File: config.mk
export PLATFORM = sky130hd
export DESIGN_NAME = cmp_seq_ctrl
export DESIGN_NICKNAME = d
export VERILOG_FILES = /design/src/rtl/cmp_seq_ctrl.sv
export SDC_FILE = /design/constraint.sdc
export NUM_CORES = 1
export LEC_CHECK = 0
export BUFFER_PORTS_ARGS = -buffer_cell sky130_fd_sc_hd__buf_2
export CAP_MARGIN = 30
export CELL_PAD_IN_SITES_DETAIL_PLACEMENT = 1
export CELL_PAD_IN_SITES_GLOBAL_PLACEMENT = 2
export CORE_ASPECT_RATIO = 0.9
export CORE_MARGIN = 4
export CORE_UTILIZATION = 35
export DETAILED_ROUTE_END_ITERATION = 8
export HOLD_SLACK_MARGIN = 0.06
export PLACE_DENSITY_LB_ADDON = 0.1
export SLEW_MARGIN = 40
export SYNTH_ARGS = -nofsm -noshare
export SYNTH_HDL_FRONTEND = slang
export SYNTH_SLANG_ARGS = --single-unit
File: constraint.sdc
create_clock -name clk -period 3.3 [get_ports clk]
set_clock_uncertainty 0.15 [all_clocks]
set_input_delay 0.165 -clock clk [delete_from_list [all_inputs] [get_ports clk]]
set_output_delay 0.165 -clock clk [all_outputs]
set_load 0.05 [all_outputs]
File: src/rtl/cmp_seq_ctrl.sv
// Multi-cycle magnitude comparator: walks two latched operands MSB-first, one 2-bit slice per cycle.
// Optional macro CMP_EARLY_EXIT_EN: finish on the first deciding slice instead of scanning all slices.
module cmp_seq_ctrl #(
   parameter int unsigned WIDTH = 8
) (
   input  logic             clk,
   input  logic             reset_n,
   input  logic             start,
   input  logic [WIDTH-1:0] a,
   input  logic [WIDTH-1:0] b,
   output logic             busy,
   output logic             done,
   output logic             a_gt_b,
   output logic             a_eq_b,
   output logic             a_lt_b
);

   localparam int unsigned N  = WIDTH / 2;
   localparam int unsigned IW = (N > 1) ? $clog2(N) : 1;

   typedef enum logic [1:0] {
      IDLE    = 2'd0,
      COMPARE = 2'd1,
      DONE    = 2'd2
   } state_t;

   state_t           state;
   state_t           state_nx;
   logic [WIDTH-1:0] a_r;
   logic [WIDTH-1:0] b_r;
   logic [IW-1:0]    idx;
   logic             decided;
   logic             dir_gt;

   logic [1:0]       sa;
   logic [1:0]       sb;
   logic             gt2;
   logic             lt2;
   logic             hit;
   logic             accept;
   logic             exit_c;

   logic             busy_d;
   logic             done_d;
   logic             gt_d;
   logic             eq_d;
   logic             lt_d;

   // Single 2-bit slice comparator, steered by the slice index
   assign sa  = 2'(a_r >> {idx, 1'b0});
   assign sb  = 2'(b_r >> {idx, 1'b0});
   assign gt2 = (sa[1] & ~sb[1]) | (sa[0] & ~sb[1] & ~sb[0]) | (sa[1] & sa[0] & ~sb[0]);
   assign lt2 = (sb[1] & ~sa[1]) | (sb[0] & ~sa[1] & ~sa[0]) | (sb[1] & sb[0] & ~sa[0]);
   assign hit = ~decided & (gt2 | lt2);

   assign accept = start && (state != COMPARE);

`ifdef CMP_EARLY_EXIT_EN
   assign exit_c = (idx == '0) || hit;
`else
   assign exit_c = (idx == '0);
`endif

   always_ff @(posedge clk) begin
      if (!reset_n) state <= IDLE;
      else          state <= state_nx;
   end

   always_comb begin
      state_nx = state;
      case (state)
         IDLE:    if (start) state_nx = COMPARE;
         COMPARE: if (exit_c) state_nx = DONE;
         DONE:    state_nx = start ? COMPARE : IDLE;
         default: state_nx = IDLE;
      endcase
   end

   // Next values of the registered outputs; a DONE-cycle restart still publishes the old result first
   always_comb begin
      busy_d = (state_nx == COMPARE);
      done_d = (state == DONE);
      gt_d   = a_gt_b;
      eq_d   = a_eq_b;
      lt_d   = a_lt_b;
      if (state == DONE) begin
         gt_d = decided & dir_gt;
         lt_d = decided & ~dir_gt;
         eq_d = ~decided;
      end else if (accept || (state == COMPARE)) begin
         gt_d = 1'b0;
         eq_d = 1'b0;
         lt_d = 1'b0;
      end
   end

   always_ff @(posedge clk) begin
      if (!reset_n) begin
         busy   <= 1'b0;
         done   <= 1'b0;
         a_gt_b <= 1'b0;
         a_eq_b <= 1'b0;
         a_lt_b <= 1'b0;
      end else begin
         busy   <= busy_d;
         done   <= done_d;
         a_gt_b <= gt_d;
         a_eq_b <= eq_d;
         a_lt_b <= lt_d;
      end
   end

   // Operand capture and slice walk; the first deciding slice is sticky
   always_ff @(posedge clk) begin
      if (!reset_n) begin
         decided <= 1'b0;
         dir_gt  <= 1'b0;
      end else if (accept) begin
         a_r     <= a;
         b_r     <= b;
         idx     <= IW'(N - 1);
         decided <= 1'b0;
         dir_gt  <= 1'b0;
      end else if (state == COMPARE) begin
         idx <= idx - IW'(1);
         if (hit) begin
            decided <= 1'b1;
            dir_gt  <= gt2;
         end
      end
   end

endmodule
Word-level counts from Yosys, hierarchy flattened
Cells that the tools add are included.
{"block": "op_classes", "n_mux": 9, "addsub": 1, "bitwise": 25, "n_eq_ne": 4, "reduce_logical": 10, "n_shift": 2}
{"op": "$shr A8 B3 Y2", "count": 2}
{"op": "$and A1 B1 Y1", "count": 13}
{"op": "$not A1 Y1", "count": 7}
{"op": "$mux W2", "count": 3}
{"op": "$pmux W2 S3", "count": 1}
{"op": "$reduce_and A2 Y1", "count": 3}
{"op": "$mux W1", "count": 5}
{"op": "$or A1 B1 Y1", "count": 5}
{"op": "$eq A2 B1 Y1 const B", "count": 2}
{"op": "$logic_not A2 Y1", "count": 2}
{"op": "$reduce_bool A2 Y1", "count": 2}
{"op": "$eq A2 B2 Y1 const B", "count": 1}
{"op": "$ne A2 B1 Y1 const B", "count": 1}
{"op": "$reduce_or A2 Y1", "count": 1}
{"op": "$sub A2 B1 Y2 const B", "count": 1}
{"op": "$logic_and A1 B1 Y1", "count": 1}
{"op": "$logic_or A1 B1 Y1", "count": 1}
{"block": "word_totals", "register_bits": 27, "elab_cells": 62}

Logic depth before layout (Yosys ltp)
Gate-level depths: netlist of the first run.
{"block": "depth", "ltp_word": 9, "ltp_mapped": 6, "mapped_depth_nobuf": 5}

Worst setup path before layout of the first run
Ideal clock, no wire load.
{"block": "synth_timing", "kind": "register -> register", "from": "register idx[0]", "to": "register dir_gt", "path_stages_with_launch": 7, "arrival_time_ps": 1644, "setup_slack_ps": 1386, "setup_ps": 120, "n_path_buf": 1, "required_time_ps": 3030, "cell_sequence": "edfxtp_1 buf_6 mux4_2 nand2b_1 maj3_2 o311ai_2 nor2_1"}
{"block": "synth_between", "elab_chain_cells": 9, "elab_cells_between_ends": 23}
{"element": "start: declaration", "line": "31", "source": "logic [IW-1:0] idx;"}
{"element": "start signal: assignment", "line": "121", "source": "idx <= IW'(N - 1);"}
{"element": "start signal: assignment", "line": "125", "source": "idx <= idx - IW'(1);"}
{"element": "$shr A8 B3 Y2, on equally long branches", "line": "51, 50"}
{"element": "$not A1 Y1, on equally long branches", "line": "52, 53"}
{"element": "$and A1 B1 Y1, on equally long branches (2 in series)", "line": "52, 53"}
{"element": "$or A1 B1 Y1, on equally long branches (2 in series)", "line": "52, 53"}
{"element": "$or A1 B1 Y1", "line": "54", "source": "assign hit = ~decided & (gt2 | lt2);"}
{"element": "$and A1 B1 Y1", "line": "54"}
{"element": "$reduce_and A2 Y1 (no source line)"}
{"element": "end signal: assignment", "line": "128", "source": "dir_gt <= gt2;"}
{"element": "end: declaration", "line": "33", "source": "logic dir_gt;"}
Several ways; a longest one is shown, not always the timed one.
A chain may end at the register's enable or synchronous reset.

Worst setup path after layout of the first run
Same ends and word-level chain as after synthesis.

==> qor.yml, run 1 <==
drt:
  ant_nets: 0
  first_pass_iters: 3
  drtIter0Drc: 36
  vias: 716
  viasPerCell: 4.68
  avgRoutedWirePerCell_um: 14.0
  wl_um: 2150
  remaining_drc_errors: 0
place:
  place_congestion: 0.706
  port_buffers: 23
  dpl_cell_area_um2: 1220
  hpwl_um: 1490
  dp.cells: 132
synthesis:
  syn_area_per_cell_um2: 15.1
  synth.area.top_cells: "edfxtp_1 (50%), dfxtp_1 (17%), mux4_1 (7.3%)"
  ys_types: 26
  synthAdderAreaFrac_pct: 2.21
  synth_top_cell_by_area: "edfxtp_1"
  yosys_warnings: 0
  synth_top_family_by_area: "simple AND/OR/NAND/NOR gates"
  synthSimpleGateAreaFrac_pct: 11.3
  synth_compound_area_share_pct: 6.05
  syn_nets: 91
  seq_area_frac_synth_pct: 67.1
  syn_inst: 71
  synth_top_area_share_pct: 50.3
  synth_xor_area_share_pct: 0.815
  netlist_area_um2: 1070
  synth.ff_latch_count: 27
  muxShareOfSynthArea_pct: 9.43
global_routing:
  grt_usage_pct: 12.7
  grt_pass1_wl_um: 3640
  antenna_found_initial: 0
  grt_pass1_vias: 759
  grt_max_degree: 17
  grt_overflow: 0
power:
  total_leakage_power_uw: 0.000570
  p_per_area_nw_per_um2: 427
  power.total_uw: 608
  vdd_drop_max_mv: 0.203
final_layout:
  stdcell_area_um2: 1420
  seq_area_um2: 721
  fillers: 304
  multi_input_area_um2: 320
  diodes: 0
  fin_nets: 134
  layout.cells.non_filler: 153
  layout-drive-gt1-share_pct: 26.5
  syn_to_final_growth_pct: 32.4
clocking:
  cts_resized: 0
  cts_max_level: 1
  clockBufferDepth: 2
  clk_pin_slew_worst_paths_ns: 0.15
  insertion_delay_ns: 0.32
  cts_root_buffer: "clkbuf_4"
  cts_made_buffers: 3
  cts_tree: "yes"
  clock-sinks: 27
floorplanning:
  die_w_um: 66.4
  num_rows: 18
  die_area_um2: 4020
  start_util_pct: 37.9
  core_um2: 2840
  ioPinCount: 24
  die_y_um: 60.6
sta:
  slew_violations: 0
  max_freq_ghz: 0.475
  finalCriticalPeriod_ns: 2.11
  tns_ns: 0
  finalCritPeriodShare_pct: 63.8
  max_slew_margin_pct: 52.4
  rsz0062_at_grt: "no"
  hold_slack_ns: 0.0894
  finalHoldViolCount: 0
  tightest_slew_ns: 0.715
  finalSetupViolCount: 0
worst_setup_path:
  crit_path_end_kind: "flip-flop"
  critPathRequiredTime_ns: 3.38
  critPathKind: "flip-flop to flip-flop"
  crit_path_top_delay_cell: "mux4_2"
  path_cells: "mux4_2 -> nand2b_1 -> maj3_2 -> o311ai_2 -> nor2_1"
  cpPeakStageDelay_ns: 0.55
  critical_path_arrival_ns: 2.19
  cp-start-kind: "flip-flop"
  critical_path.top_delay_family: "multiplexers"
  cp_num_buf_inv: 0
  crit_fanout: 6
flow_run:
  max_cap_viol_count: 0
run_status:
  status: "completed"
min_path:
  hold_class: "input port to flip-flop"
cells in the mapped netlist (all sizes together):
master,n
a31oi,1
ha,1
a21boi,1
nor2b,5
or2b,1
o21ai,1
and2,4
maj3,1
and3,2
nand2b,2
o22ai,1
edfxtp,18
a22oi,2
dfxtp,9
a32oi,1
nand3,1
clkbuf,1
nand2,5
nor3,1
inv,5
xnor2,1
mux4,4
buf,1
nor2,1
o311ai,1
cell type report:
cell class	instances	area share, %
well taps	40	3.52
multi-input cells	37	22.5
clock buffers	3	1.58
flip-flops and latches	27	50.7
inverters	5	1.32
repair buffers	40	20.1
clock inverters	1	0.352
worst paths after layout:
kind,from,to,slack (ns),cells after the start
setup reg to reg,idx[0],dir_gt,1.19,5
hold reg to reg,a_eq_b,a_eq_b,0.39,2
setup / recovery,idx[0],dir_gt,1.19,5
hold / removal,start,dir_gt,0.09,4
power breakdown:
part	switching (µW)	internal, µW	total, µW
logic	36.2	42.7	78.9
registers	9.07	378	387
clock network	96.6	45.5	142
worst register-to-register path: stages (launching register included):
cell and delay [ns]:
edfxtp_1 0.53, mux4_2 0.55, nand2b_1 0.19, maj3_2 0.32, o311ai_2 0.21, nor2_1 0.07
metrics by stage:
step                utilization [%]  setup slack (ns)
floorplan                         -              1.39
global placement               43.2              1.28
detailed placement             43.2              1.21
CTS                            50.1              1.17
global route                   50.1              1.06
finish                         50.1              1.19
what timing repair did:
action / CTS / global route
hold buffers: 17 / 0
buffers inserted: 0 / 0
hold endpoints to repair: 25 / 0
metal layers:
metal	global-route usage (%)	vias up	part of all wire, %
li1	-	350	-
met5	0	-	0
met4	3.48	0	1.0
met1	15.9	349	44
met2	21.1	15	50
met3	4.63	2	4.5
registers in the layout, indices dropped and copies added (netlist names):
register and cells:
a_r 8, b_r 8, idx 2, state 2, a_eq_b 1, a_gt_b 1
a_lt_b 1, busy 1, decided 1, dir_gt 1, done 1
kinds of logic (layout without fill, tap and decap cells):
logic type	Yosys count	in the layout
compound gates	8	8
xor+xnor	1	1
fa+ha+maj	2	2
buf+inv	7	49
flops	27	27
mux	4	4
simple gates	22	22
cells in the final DEF, fill, tap and decap left out, drive strengths merged:
| cell type | instances |
|---|---|
| a21boi | 1 |
| a22oi | 2 |
| a31oi | 1 |
| a32oi | 1 |
| and2 | 4 |
| and3 | 2 |
| buf | 23 |
| clkbuf | 3 |
| clkinv | 1 |
| dfxtp | 9 |
| dlygate4sd3 | 17 |
| edfxtp | 18 |
| ha | 1 |
| inv | 5 |
| maj3 | 1 |
| mux4 | 4 |
| nand2 | 5 |
| nand2b | 2 |
| nand3 | 1 |
| nor2 | 1 |
| nor2b | 5 |
| nor3 | 1 |
| o21ai | 1 |
| o22ai | 1 |
| o311ai | 1 |
| or2b | 1 |
| xnor2 | 1 |
No activity file was read; power rests on OpenSTA's default activity.
==> run 2, diff against run 1 <==
--- a/config.mk
+++ b/config.mk
@@ -11,7 +11,7 @@
 export CELL_PAD_IN_SITES_GLOBAL_PLACEMENT = 2
 export CORE_ASPECT_RATIO = 0.9
 export CORE_MARGIN = 4
-export CORE_UTILIZATION = 35
+export CORE_UTILIZATION = 32
 export DETAILED_ROUTE_END_ITERATION = 8
 export HOLD_SLACK_MARGIN = 0.06
 export PLACE_DENSITY_LB_ADDON = 0.1
==> constraint.sdc (replaced) <==
create_clock -name clk -period 1.9 [get_ports clk]
set_clock_uncertainty 0.15 [all_clocks]
set_input_delay 0.095 -clock clk [delete_from_list [all_inputs] [get_ports clk]]
set_output_delay 0.095 -clock clk [all_outputs]
set_load 0.05 [all_outputs]
==> run 2 against run 1 <==
- sequential share of layout area shrank 2.0 points
- critical path depth is the same
- worst setup slack lost 1.3 ns
- final cell count grew 3.9%
- power grew 87%
- the run now ends with setup timing left
- final area grew 4.1%
- combinational power grew 91%
==> qor.yml, run 2 (synthesized netlist as in run 1, its figures left out) <==
run_status:
  status: "finished with violations"
  violations: "setup timing"
power:
  total_leakage_power_uw: 0.000600
  p_per_area_nw_per_um2: 768
  power.total_uw: 1140
  vdd_drop_max_mv: 0.495
sta:
  finalSetupViolCount: 2
  tns_ns: -0.168
  tightest_slew_ns: 0.381
  max_freq_ghz: 0.490
  slew_violations: 0
  finalHoldViolCount: 0
  finalCriticalPeriod_ns: 2.04
  worst_slack_ns: -0.141
  finalCritPeriodShare_pct: 107
  rsz0062_at_grt: "yes"
  max_slew_margin_pct: 74.4
global_routing:
  grt_pass1_wl_um: 3680
  grt_pass1_vias: 760
  grt_overflow: 0
  grt_max_degree: 17
  grt_usage_pct: 10.9
  antenna_found_initial: 0
floorplanning:
  start_util_pct: 34.3
  die_w_um: 69.1
  ioPinCount: 24
  core_um2: 3140
  num_rows: 19
  die_area_um2: 4350
  die_y_um: 63.0
worst_setup_path:
  critPathKind: "flip-flop to flip-flop"
  crit_path_end_kind: "flip-flop"
  crit_fanout: 5
  r2r_slack_ns: -0.14
  critPathRequiredTime_ns: 1.91
  cp-start-kind: "flip-flop"
  critical_path_arrival_ns: 2.05
final_layout:
  layout-drive-gt1-share_pct: 32.5
  final_common_cell: "buf_2"
  fillers: 340
  reg_top3: "a_r (8), b_r (8)"
  syn_to_final_growth_pct: 37.8
  fin_util_pct: 47.2
  final_cell_mix: "buf_2 (23), edfxtp_1 (18), dlygate4sd3_1 (17)"
  diodes: 0
  fin_nets: 138
place:
  hpwl_um: 1520
  place_congestion: 0.693
  pre_cts_slack_ns: -0.139
  port_buffers: 23
flow_run:
  max_cap_viol_count: 0
drt:
  ant_nets: 0
  wl_um: 2060
  avgRoutedWirePerCell_um: 12.9
  remaining_drc_errors: 0
  vias: 709
  viasPerCell: 4.46
  first_pass_iters: 4
  drtIter0Drc: 17
clocking:
  clk_pin_slew_worst_paths_ns: 0.09
  clockBufferDepth: 2
  cts_tree: "yes"
  cts_max_level: 1
  cts_root_buffer: "clkbuf_8"
  insertion_delay_ns: 0.27
  cts_setup_buffers: 0
  cts_made_buffers: 3
  clock-sinks: 27
min_path:
  hold_class: "input port to flip-flop"
## run 2: cell types whose count changed in the layout (fill, tap and decap cells not counted), moves of 2 or more
cell	before	now
buf_4	0	4
mux4_1	3	1
mux4_2	1	3
clkbuf_4	3	0
clkbuf_8	0	3
## run 2: worst paths after layout
path / startpoint / cells past startpoint / end
worst min-delay path: start / 4 / a_eq_b
worst max register to register: idx[0] / 5 / dir_gt
worst min register to register: a_gt_b / 2 / a_gt_b
worst max-delay path: idx[0] / 5 / dir_gt
## run 2: routing by layer
metal / global-route usage (%) / up-vias / wire length [µm]
li1: - / 350 / -
met1: 14.1 / 336 / 958
met2: 16.5 / 19 / 962
met3: 2.89 / 4 / 100
met4: 5.85 / 0 / 37
met5: 0 / - / 0
## run 2: cell type report
cell class,count,area (µm²),share of cell area (%)
Clock inverter,1,5.00,0.338
Timing Repair Buffer,44,315,21.3
Multi-Input combinational cell,37,328,22.1
Sequential cell,27,721,48.6
Tap cell,42,52.6,3.55
Inverter,5,18.8,1.27
Clock buffer,3,41.3,2.79
## run 2: critical path: stages, from the launching register on
cell	delay, ns
edfxtp_1	0.48
mux4_2	0.55
nand2b_4	0.16
maj3_2	0.31
o311ai_2	0.22
nor2_1	0.06
## run 2: through the flow
step / cell area [µm²] / hold WS [ns] / std cells
2_1_floorplan: 1080 / 0.0439 / 71
3_3_place_gp: 1260 / 0.122 / 138
3_5_place_dp: 1260 / 0.124 / 138
4_1_cts: 1470 / 0.0978 / 159
5_1_grt: 1480 / 0.132 / 159
6_report: 1480 / 0.110 / 159
## run 2: timing repair
| action | in CTS | in global routing |
|---|---|---|
| hold buffers | 17 | 0 |
| gates cloned | 0 | 0 |
| endpoints found under the hold margin | 25 | 0 |
| gates resized for setup | 2 | 1 |
| setup endpoints to repair | 2 | 2 |
## run 2: power by group
group | total, µW | switching (µW) | internal (µW)
clock | 315 | 169 | 147
sequential | 671 | 15.0 | 656
combinational | 151 | 66.2 | 85.1
==> run 3, diff against run 2 <==
--- a/config.mk
+++ b/config.mk
@@ -5,13 +5,15 @@
 export SDC_FILE = /design/constraint.sdc
 export NUM_CORES = 1
 export LEC_CHECK = 0
+export ABC_AREA = 1
+export ABC_CLOCK_PERIOD_IN_PS = 1900
 export BUFFER_PORTS_ARGS = -buffer_cell sky130_fd_sc_hd__buf_2
 export CAP_MARGIN = 30
 export CELL_PAD_IN_SITES_DETAIL_PLACEMENT = 1
 export CELL_PAD_IN_SITES_GLOBAL_PLACEMENT = 2
 export CORE_ASPECT_RATIO = 0.9
 export CORE_MARGIN = 4
-export CORE_UTILIZATION = 32
+export CORE_UTILIZATION = 29
 export DETAILED_ROUTE_END_ITERATION = 8
 export HOLD_SLACK_MARGIN = 0.06
 export PLACE_DENSITY_LB_ADDON = 0.1
==> run 3 against run 2 <==
- the flow now finishes without violations
- area after synthesis grew 19%
- largest power group unchanged
- flip-flop and latch count is the same
- critical path depth rose by 8
- via count grew 45%
- fmax rose by 21%
- power increased by 5.2%
- worst hold slack got worse by 0.027 ns
- highest routed layer unchanged
==> qor.yml, run 3 <==
run_status:
  status: "completed"
global_routing:
  grt_pass1_vias: 1097
  antenna_found_initial: 0
  grt_max_degree: 17
  grt_overflow: 0
  grt_pass1_wl_um: 5310
  grt_usage_pct: 12.4
worst_setup_path:
  cpPeakStageDelay_ns: 0.51
  critPathKind: "flip-flop to flip-flop"
  r2r_slack_ns: 0.21
  r2r_end: "dir_gt"
  r2r_start: "idx[0]"
  path_cells: "clkinv_4 -> nand2_2 -> nand2_1 -> nand2_1 -> nand2_2 -> nand2_1 -> nand2_1 -> inv_1 -> nand2_1 -> nand3_2 -> nand2_1 -> inv_1 -> nor2_2"
  cp-start-kind: "flip-flop"
  r2r_cells: 13
  critPathRequiredTime_ns: 1.93
  critical_path_arrival_ns: 1.72
  crit_fanout: 11
  path_common_cell: "nand2_1"
  crit_path_end_kind: "flip-flop"
  crit_path_top_delay_cell: "edfxtp_1"
drt:
  remaining_drc_errors: 0
  viasPerCell: 4.21
  drtIter0Drc: 45
  wl_um: 2960
  ant_nets: 0
  vias: 1031
  avgRoutedWirePerCell_um: 12.1
  first_pass_iters: 3
floorplanning:
  die_y_um: 71.0
  ioPinCount: 24
  die_w_um: 78.0
  die_area_um2: 5540
  num_rows: 22
  start_util_pct: 30.8
  core_um2: 4160
final_layout:
  diodes: 0
  final_common_cell: "nand2_1"
  fin_nets: 206
  stdcell_area_um2: 1690
  reg_top3: "a_r (8), b_r (8)"
  syn_to_final_growth_pct: 32.2
  fillers: 480
  final_cell_mix: "nand2_1 (45), buf_2 (23), edfxtp_1 (18)"
  fin_util_pct: 40.7
  layout-drive-gt1-share_pct: 29.2
synthesis:
  synth.most_common_cell: "nand2_1"
  synthTopCellsByCount: "nand2_1 (45), edfxtp_1 (18), nand2_2 (15)"
  yosys_warnings: 0
  synth.area.top_cells: "edfxtp_1 (42%), dfxtp_1 (14%), nand2_1 (13%)"
  synthAdderAreaFrac_pct: 0.978
  muxShareOfSynthArea_pct: 0
  synthSimpleGateAreaFrac_pct: 32.0
  seq_area_frac_synth_pct: 56.4
  netlist_area_um2: 1280
  synth_compound_area_share_pct: 2.74
  synth_edf_count: 18
  synth_xor_area_share_pct: 0
  synth_top_cell_by_area: "edfxtp_1"
  syn_inst: 139
  async_reset_ff_share_pct: 0
  ys_dominant_reg_cell: "edfxtp_1"
  synth_top_area_share_pct: 42.3
  syn_nets: 159
  synth_top_family_by_area: "simple AND/OR/NAND/NOR gates"
  synth.ff_latch_count: 27
  syn_area_per_cell_um2: 9.20
  ys_types: 21
place:
  hpwl_um: 2150
  port_buffers: 23
  dpl_cell_area_um2: 1460
  place_congestion: 0.739
clocking:
  cts_max_level: 1
  cts_made_buffers: 3
  cts_root_buffer: "clkbuf_8"
  clockBufferDepth: 2
  clock-sinks: 27
  cts_tree: "yes"
  clk_pin_slew_worst_paths_ns: 0.09
  insertion_delay_ns: 0.27
min_path:
  hold_class: "input port to flip-flop"
  hold_depth: 4
  hp-start: "reset_n"
  hold_end: "state[0]"
power:
  power.total_uw: 1200
  total_leakage_power_uw: 0.000750
  vdd_drop_max_mv: 0.352
  p_per_area_nw_per_um2: 708
sta:
  finalSetupViolCount: 0
  max_freq_ghz: 0.591
  tns_ns: 0
  rsz0062_at_grt: "no"
  finalCriticalPeriod_ns: 1.69
  tightest_slew_ns: 0.408
  max_slew_margin_pct: 72.8
  finalCritPeriodShare_pct: 89.1
  finalHoldViolCount: 0
  slew_violations: 0
flow_run:
  max_cap_viol_count: 0
run 3: cell count changes after synthesis, sizes merged, moves of 5 or more:
cell / change
nor2: +8
nand2: +55
nand3: +13
nor2b: -5
inv: +9
run 3: layer usage:
| metal | vias to the layer above | track usage, % | wire length (µm) |
|---|---|---|---|
| met5 | - | 0 | 0 |
| met4 | 0 | 3.50 | 24 |
| met3 | 2 | 3.56 | 87 |
| met2 | 14 | 20.1 | 1380 |
| met1 | 479 | 16.1 | 1460 |
| li1 | 536 | - | - |
run 3: stage by stage:
stage / cells / hold slack (ns) / setup slack [ns]
detailed placement: 223 / 0.124 / 0.122
floorplan: 139 / 0.0439 / 0.0109
CTS: 244 / 0.0826 / 0.102
finish: 245 / 0.0829 / 0.207
global placement: 223 / 0.121 / 0.198
global route: 245 / 0.0854 / 0.00743
run 3: where the power goes:
part	internal [µW]	switching (µW)	leakage [µW]	total, µW
Combinational	86.4	115	0.000487	201
Sequential	655	13.8	0.000240	669
Clock	150	175	0.0000228	326
run 3: worst max path at each step:
stage | start | end | slack (ns) | cells after the start
floorplan | state[0] | a_r[0] | 0.01 | 5
global placement | idx[0] | decided | 0.20 | 11
detailed placement | idx[0] | dir_gt | 0.12 | 13
CTS | idx[0] | dir_gt | 0.10 | 13
global route | idx[0] | dir_gt | 0.007 | 13
finish | idx[0] | dir_gt | 0.21 | 13
run 3: final cells by class:
cell class | count | area, µm² | share of cell area (%)
inverter | 16 | 70.1 | 4.15
multi-input combinational | 93 | 457 | 27.0
clock buffer | 4 | 45.0 | 2.66
tap | 60 | 75.1 | 4.44
sequential | 27 | 721 | 42.6
timing repair buffer | 45 | 323 | 19.1
run 3: what timing repair did:
action,CTS,global route
resized for setup,0,2
setup buffers,0,1
hold buffers,17,0
endpoints found under the setup margin,0,2
hold endpoints to repair,21,0
run 3: cells by family (layout without fill, tap and decap cells):
logic type,count (synthesis),after routing
simple gates,86,86
flops,27,27
buf+inv,19,65
compound gates,6,6
fa+ha+maj,1,1
run 3: worst max-delay path: cells and delay by family, from the launching register on:
| family | cells | cell delay (ns) |
|---|---|---|
| DFF | 1 | 0.51 |
| buffers and inverters | 3 | 0.30 |
| and+or+nand+nor | 10 | 0.63 |
